## src/rtl/cla_serial_seq_if.sv

```systemverilog
// Handshake and data bundle for the nibble-serial add/subtract sequencer.
// The producer/consumer side uses the master modport; the sequencer uses slave.
interface cla_serial_seq_if #(
  parameter int WIDTH = 16
);
  logic             in_valid;
  logic             in_ready;
  logic [WIDTH-1:0] a;
  logic [WIDTH-1:0] b;
  logic             sub;
  logic             out_valid;
  logic             out_ready;
  logic [WIDTH-1:0] result;
  logic             cout;
  logic             ovf;
  logic             busy;

  modport master (
    output in_valid, a, b, sub, out_ready,
    input  in_ready, out_valid, result, cout, ovf, busy
  );

  modport slave (
    input  in_valid, a, b, sub, out_ready,
    output in_ready, out_valid, result, cout, ovf, busy
  );
endinterface

```

## src/rtl/cla_serial_seq.sv

```systemverilog
// Multi-cycle add/subtract sequencer: one shared 4-bit carry-lookahead slice
// processes one nibble per clock, LSB first, with the carry registered between
// nibbles. Valid/ready handshakes on both the operand and result sides.
module cla_serial_seq #(
  parameter int WIDTH = 16
) (
  input  logic              clk,
  input  logic              rst_n,
  cla_serial_seq_if.slave   bus
);

  localparam int NIB = WIDTH / 4;
  localparam int CW  = (NIB > 1) ? $clog2(NIB) : 1;
  localparam logic [CW-1:0] LAST_NIB = CW'(NIB - 1);

  typedef enum logic [1:0] {
    S_IDLE,
    S_RUN,
    S_DONE
  } state_e;

  state_e           state_q, state_d;
  logic [WIDTH-1:0] opa_q, opa_d;
  logic [WIDTH-1:0] opb_q, opb_d;
  logic             carry_q, carry_d;
  logic [CW-1:0]    cnt_q, cnt_d;
  logic [WIDTH-1:0] result_q, result_d;
  logic             cout_q, cout_d;
  logic             ovf_q, ovf_d;

  // Slice signals for the nibble currently selected by cnt_q.
  logic [CW+1:0]    nib_lsb;
  logic [3:0]       nib_a, nib_b;
  logic [3:0]       gen, prop;
  logic [3:0]       c_in;
  logic             slice_cout;
  logic [3:0]       slice_sum;

  assign nib_lsb = {cnt_q, 2'b00};

  // Shared 4-bit carry-lookahead slice: all internal carries derived from
  // generate/propagate terms and the registered carry-in, no ripple.
  always_comb begin
    nib_a   = opa_q[nib_lsb +: 4];
    nib_b   = opb_q[nib_lsb +: 4];
    gen     = nib_a & nib_b;
    prop    = nib_a ^ nib_b;
    c_in[0] = carry_q;
    c_in[1] = gen[0] | (prop[0] & carry_q);
    c_in[2] = gen[1] | (prop[1] & gen[0]) | (prop[1] & prop[0] & carry_q);
    c_in[3] = gen[2] | (prop[2] & gen[1]) | (prop[2] & prop[1] & gen[0])
            | (prop[2] & prop[1] & prop[0] & carry_q);
    slice_cout = gen[3] | (prop[3] & gen[2]) | (prop[3] & prop[2] & gen[1])
               | (prop[3] & prop[2] & prop[1] & gen[0])
               | (prop[3] & prop[2] & prop[1] & prop[0] & carry_q);
    slice_sum  = prop ^ c_in;
  end

  // Next-state and datapath update for the IDLE -> RUN -> DONE sequence.
  always_comb begin
    // NOTE: every signal written here gets a default first so no path leaves
    // it unassigned; a missing default would infer a latch.
    state_d  = state_q;
    opa_d    = opa_q;
    opb_d    = opb_q;
    carry_d  = carry_q;
    cnt_d    = cnt_q;
    result_d = result_q;
    cout_d   = cout_q;
    ovf_d    = ovf_q;

    unique case (state_q)
      S_IDLE: begin
        if (bus.in_valid) begin
          // Subtraction is A + ~B + 1: invert B here and seed the carry with 1.
          opa_d    = bus.a;
          opb_d    = bus.sub ? ~bus.b : bus.b;
          carry_d  = bus.sub;
          cnt_d    = '0;
          result_d = '0;
          state_d  = S_RUN;
        end
      end

      S_RUN: begin
        result_d[nib_lsb +: 4] = slice_sum;
        carry_d                = slice_cout;
        if (cnt_q == LAST_NIB) begin
          // Counter holds at the last nibble instead of wrapping.
          cout_d  = slice_cout;
          ovf_d   = (opa_q[WIDTH-1] == opb_q[WIDTH-1]) &&
                    (slice_sum[3] != opa_q[WIDTH-1]);
          state_d = S_DONE;
        end else begin
          cnt_d = cnt_q + 1'b1;
        end
      end

      S_DONE: begin
        if (bus.out_ready) begin
          state_d = S_IDLE;
        end
      end

      default: begin
        state_d = S_IDLE;
      end
    endcase
  end

  // State and datapath registers, cleared asynchronously.
  always_ff @(posedge clk or negedge rst_n) begin
    // NOTE: operand and counter registers are reset along with the FSM so the
    // visible outputs are deterministic straight out of reset.
    if (!rst_n) begin
      state_q  <= S_IDLE;
      opa_q    <= '0;
      opb_q    <= '0;
      carry_q  <= 1'b0;
      cnt_q    <= '0;
      result_q <= '0;
      cout_q   <= 1'b0;
      ovf_q    <= 1'b0;
    end else begin
      // NOTE: non-blocking assignments so every register samples the values
      // from before this edge, independent of statement order.
      state_q  <= state_d;
      opa_q    <= opa_d;
      opb_q    <= opb_d;
      carry_q  <= carry_d;
      cnt_q    <= cnt_d;
      result_q <= result_d;
      cout_q   <= cout_d;
      ovf_q    <= ovf_d;
    end
  end

  // Handshake flags decode directly from the state register.
  assign bus.in_ready  = (state_q == S_IDLE);
  assign bus.out_valid = (state_q == S_DONE);
  assign bus.busy      = (state_q != S_IDLE);
  assign bus.result    = result_q;
  assign bus.cout      = cout_q;
  assign bus.ovf       = ovf_q;

endmodule

```

## src/flat_wrapper.sv

```systemverilog
// flat-port wrapper written by rule: the top's interface ports become plain ports
module cla_serial_seq_flat 
#(
  parameter int WIDTH = 16
)
  (clk, rst_n, bus_in_valid, bus_a, bus_b, bus_sub, bus_out_ready, bus_in_ready, bus_out_valid, bus_result, bus_cout, bus_ovf, bus_busy);
  cla_serial_seq_if #(.WIDTH(WIDTH)) bus_i ();
  input  logic clk;
  input  logic rst_n;
  input wire logic [$bits(bus_i.in_valid)-1:0] bus_in_valid;
  input wire logic [$bits(bus_i.a)-1:0] bus_a;
  input wire logic [$bits(bus_i.b)-1:0] bus_b;
  input wire logic [$bits(bus_i.sub)-1:0] bus_sub;
  input wire logic [$bits(bus_i.out_ready)-1:0] bus_out_ready;
  output wire logic [$bits(bus_i.in_ready)-1:0] bus_in_ready;
  output wire logic [$bits(bus_i.out_valid)-1:0] bus_out_valid;
  output wire logic [$bits(bus_i.result)-1:0] bus_result;
  output wire logic [$bits(bus_i.cout)-1:0] bus_cout;
  output wire logic [$bits(bus_i.ovf)-1:0] bus_ovf;
  output wire logic [$bits(bus_i.busy)-1:0] bus_busy;
  assign bus_i.in_valid = bus_in_valid;
  assign bus_i.a = bus_a;
  assign bus_i.b = bus_b;
  assign bus_i.sub = bus_sub;
  assign bus_i.out_ready = bus_out_ready;
  assign bus_in_ready = bus_i.in_ready;
  assign bus_out_valid = bus_i.out_valid;
  assign bus_result = bus_i.result;
  assign bus_cout = bus_i.cout;
  assign bus_ovf = bus_i.ovf;
  assign bus_busy = bus_i.busy;
  cla_serial_seq #(.WIDTH(WIDTH)) u_core (.clk(clk), .rst_n(rst_n), .bus(bus_i));
endmodule
```

## config.mk

```make
export PLATFORM = sky130hd
export DESIGN_NAME = cla_serial_seq_flat
export DESIGN_NICKNAME = d
export VERILOG_FILES = /design/src/rtl/cla_serial_seq_if.sv /design/src/rtl/cla_serial_seq.sv /design/src/flat_wrapper.sv
export SDC_FILE = /design/constraint.sdc
export NUM_CORES = 1
export LEC_CHECK = 0
export ABC_CLOCK_PERIOD_IN_PS = 7200
export CAP_MARGIN = 30
export CORE_ASPECT_RATIO = 0.7
export CORE_MARGIN = 1.5
export CORE_UTILIZATION = 40
export CTS_BUF_LIST = sky130_fd_sc_hd__clkbuf_8
export CTS_CLUSTER_DIAMETER = 100
export DETAILED_ROUTE_END_ITERATION = 7
export HOLD_SLACK_MARGIN = 0.06
export PLACE_DENSITY = 0.67
export SYNTH_ARGS = -nofsm -noshare
export SYNTH_HDL_FRONTEND = slang
export SYNTH_SLANG_ARGS = --single-unit
export TNS_END_PERCENT = 5
```

## constraint.sdc

```tcl
create_clock -name clk -period 7.2 [get_ports clk]
set_clock_uncertainty 0.2 [all_clocks]
set_input_delay 2.16 -clock clk [delete_from_list [all_inputs] [get_ports clk]]
set_output_delay 2.16 -clock clk [all_outputs]
set_load 0.01 [all_outputs]
```

==> metrics.csv <==
metric;value;unit
number of diodes;0;
Worst EP arrival;1740;ps
critical path class;register to output pin;
share of cells above drive strength 1;9.35;%
warnings from Yosys;0;
cell area after synthesis;2730;sq um
worst setup slack before clock tree synthesis;3210;ps
via count of the first global-routing pass;1819;
clock tree from TritonCTS;yes;
die width;102;um
reported max-cap violation count;0;
Post-Syn Area per Cell;12.2;sq um
register-to-register path setup slack;4090;ps
CTS resizes;0;
count of distinct cell types in the synthesized netlist;37;
multi-input gate area in the final layout;1260;sq um
area leader, netlist;dfrtp_1;
leading cell types by total area after synthesis;dfrtp_1 (50%), mux2_1 (6.6%), mux4_2 (6.6%), xnor2_1 (5.4%), a22o_1 (5.1%);
post-CTS clock slew at the launch and capture registers of the worst setup and hold paths;100;ps
initial standard-cell utilization of the core;42.5;%
predominant post-synthesis flop cell;dfrtp_1;
final hold violation count;0;
first-pass GRT wire length;9070;um
cell count after synthesis;224;
Final min period;4100;ps
DP HPWL;3880;um
post-route core utilization;53.9;%
First DRT Iteration DRCs;80;
Core Footprint;6430;sq um
depth of the most critical reg-to-reg path;6;
count of input and output buffers;57;
master cell of the clock root buffer;clkbuf_8;
aggregate global routing overflow;0;
total routing usage reported by global routing;16.0;%
net count after synthesis;271;
top-level I/O count;58;
number of core rows;24;
capturing element of the worst setup path;bus_in_ready;
worst endpoint required time;4840;ps
Die Height;72.2;um
full die area;7340;sq um
setup repair after global routing missed its margin;no;
per-cell via count in the routed design;5.09;
count of endpoints failing setup in the final report;0;
antenna-violating nets left;0;
clock buffers created by TritonCTS;5;
power density over cell area;452;nW/um^2
level count of the clock H-tree;2;
Synth top area share;50.4;%
biggest fanout along the worst timing path;15;
Min-Delay Path Class;register to register;
R2R Path End;u_core.bus.ovf;
Worst Setup Start Kind;register;
via count;1878;
Bufs on Longest Clock Path;2;
clock sink count;55;
Routability Congestion;0.763;
leakage power;1.43;nW
postcts setup bufs;0;
later-pin clock latency in the skew report;310;ps
area delta synth->final;26.7;%
register area;1380;sq um
outcome;completed;
Total Negative Setup Slacks;0;ps
Slew headroom;38.2;%
element type at the critical path end;output pin;
fin. max-slew vios;0;
final routed wirelength across all metal layers;5420;um
most frequent cells after synthesis;dfrtp_1 (55), nor2_1 (18), a21oi_1 (17), xnor2_1 (17);
period utilisation layout;57.0;%
pin count of the biggest net entering global routing;56;
beginning of the critical path;u_core.state_q[1];
post-route DRC violation count;0;
EDFF count, synth;0;
sequential element share of the synthesized area;50.4;%
fmax;244;MHz
post-detailed-route wirelength per cell;14.7;um
async set-or-reset flop fraction in the synthesized netlist;100;%
flip-flop and latch count after synthesis;55;
cell with the most instances after synthesis;dfrtp_1;
CTS Hold Buffers Added;0;
final worst slack;3100;ps
Worst Max-Slew Pin Slew;923;ps
worst hold margin;289;ps
number of fillers in the final layout;610;
maximum resistive drop on vdd;193;uV
Initial DRT Pass Iterations;4;
worst flop-to-flop path startpoint;u_core.cnt_q[0];
initial antenna violation count;0;
number of nets in the finished design;324;
registers in the layout (all words and copies together) (netlist names):
register / count
u_core.opa_q: 16
u_core.opb_q: 16
u_core.state_q: 2
u_core.bus.result: 16
u_core.bus.cout: 1
u_core.carry_q: 1
u_core.cnt_q: 2
u_core.bus.ovf: 1
through the flow:
stage          instance area, sq um  power, mW  std cells
2_1_floorplan                  2730       1.11        224
3_3_place_gp                   3350       1.36        361
3_5_place_dp                   3350       1.37        361
4_1_cts                        3460       1.58        369
5_1_grt                        3460       1.69        369
6_report                       3460       1.56        369
how the worst min path moves through the flow:
stage / from / endpoint / slack, ps / depth (start not counted)
CTS: u_core.opa_q[11] / u_core.opa_q[11] / 300 / 1
finish: u_core.opa_q[11] / u_core.opa_q[11] / 290 / 1
global route: u_core.opa_q[12] / u_core.opa_q[12] / 310 / 1
global placement: u_core.opa_q[12] / u_core.opa_q[12] / 270 / 1
floorplan: u_core.opa_q[10] / u_core.opa_q[10] / 250 / 1
detailed placement: u_core.opa_q[4] / u_core.opa_q[4] / 270 / 1
cells in the final DEF (no fill, tap or decap), types with 2 or more instances in the layout:
cell             count
xnor2_1             17
a22o_1              16
dfrtp_1             55
nand2b_1             4
a21oi_1             17
mux4_2               8
inv_1                4
nor4_2               2
a21o_1               5
o21ai_0              7
a21oi_2              4
clkdlybuf4s50_1     56
nor2_1              18
mux2_1              16
nor3_1               3
clkbuf_8             6
nand2_1              9
nand4b_1             2
ha_1                 9
cell families (layout without fill, tap and decap cells):
logic type,after synthesis,in the layout,share of synthesized area (%)
buf+inv,17,71,3.39
fa+ha+maj,10,10,4.85
xor+xnor,18,18,5.77
compound gates,53,53,13.4
simple gates,47,47,9.07
mux,24,24,13.2
flops,55,55,50.4
report_power, final:
part / total, mW / internal [mW] / switching [mW]
registers: 0.548 / 0.439 / 0.109
logic: 0.807 / 0.387 / 0.419
clock network: 0.210 / 0.113 / 0.0977
layer usage:
metal,global-route usage [%],vias up,share of wire [%]
li1,-,912,-
met1,25.0,907,53
met2,22.7,54,40
met3,3.85,5,5.9
met4,2.78,0,0.68
met5,0,-,0
critical path, cell delays in order (launching register included):
cell             delay (ps)
dfrtp_1                 540
or2_1                   320
inv_2                    60
clkdlybuf4s50_1         520
area by class of cell:
| class | count | area share, % |
|---|---|---|
| timing repair buffer | 58 | 16.5 |
| clock inverter | 2 | 1.01 |
| clock buffer | 6 | 2.38 |
| tap | 91 | 3.29 |
| sequential | 55 | 39.7 |
| inverter | 5 | 0.542 |
| multi-input combinational | 152 | 36.5 |
(Power assumes the default switching activity.)
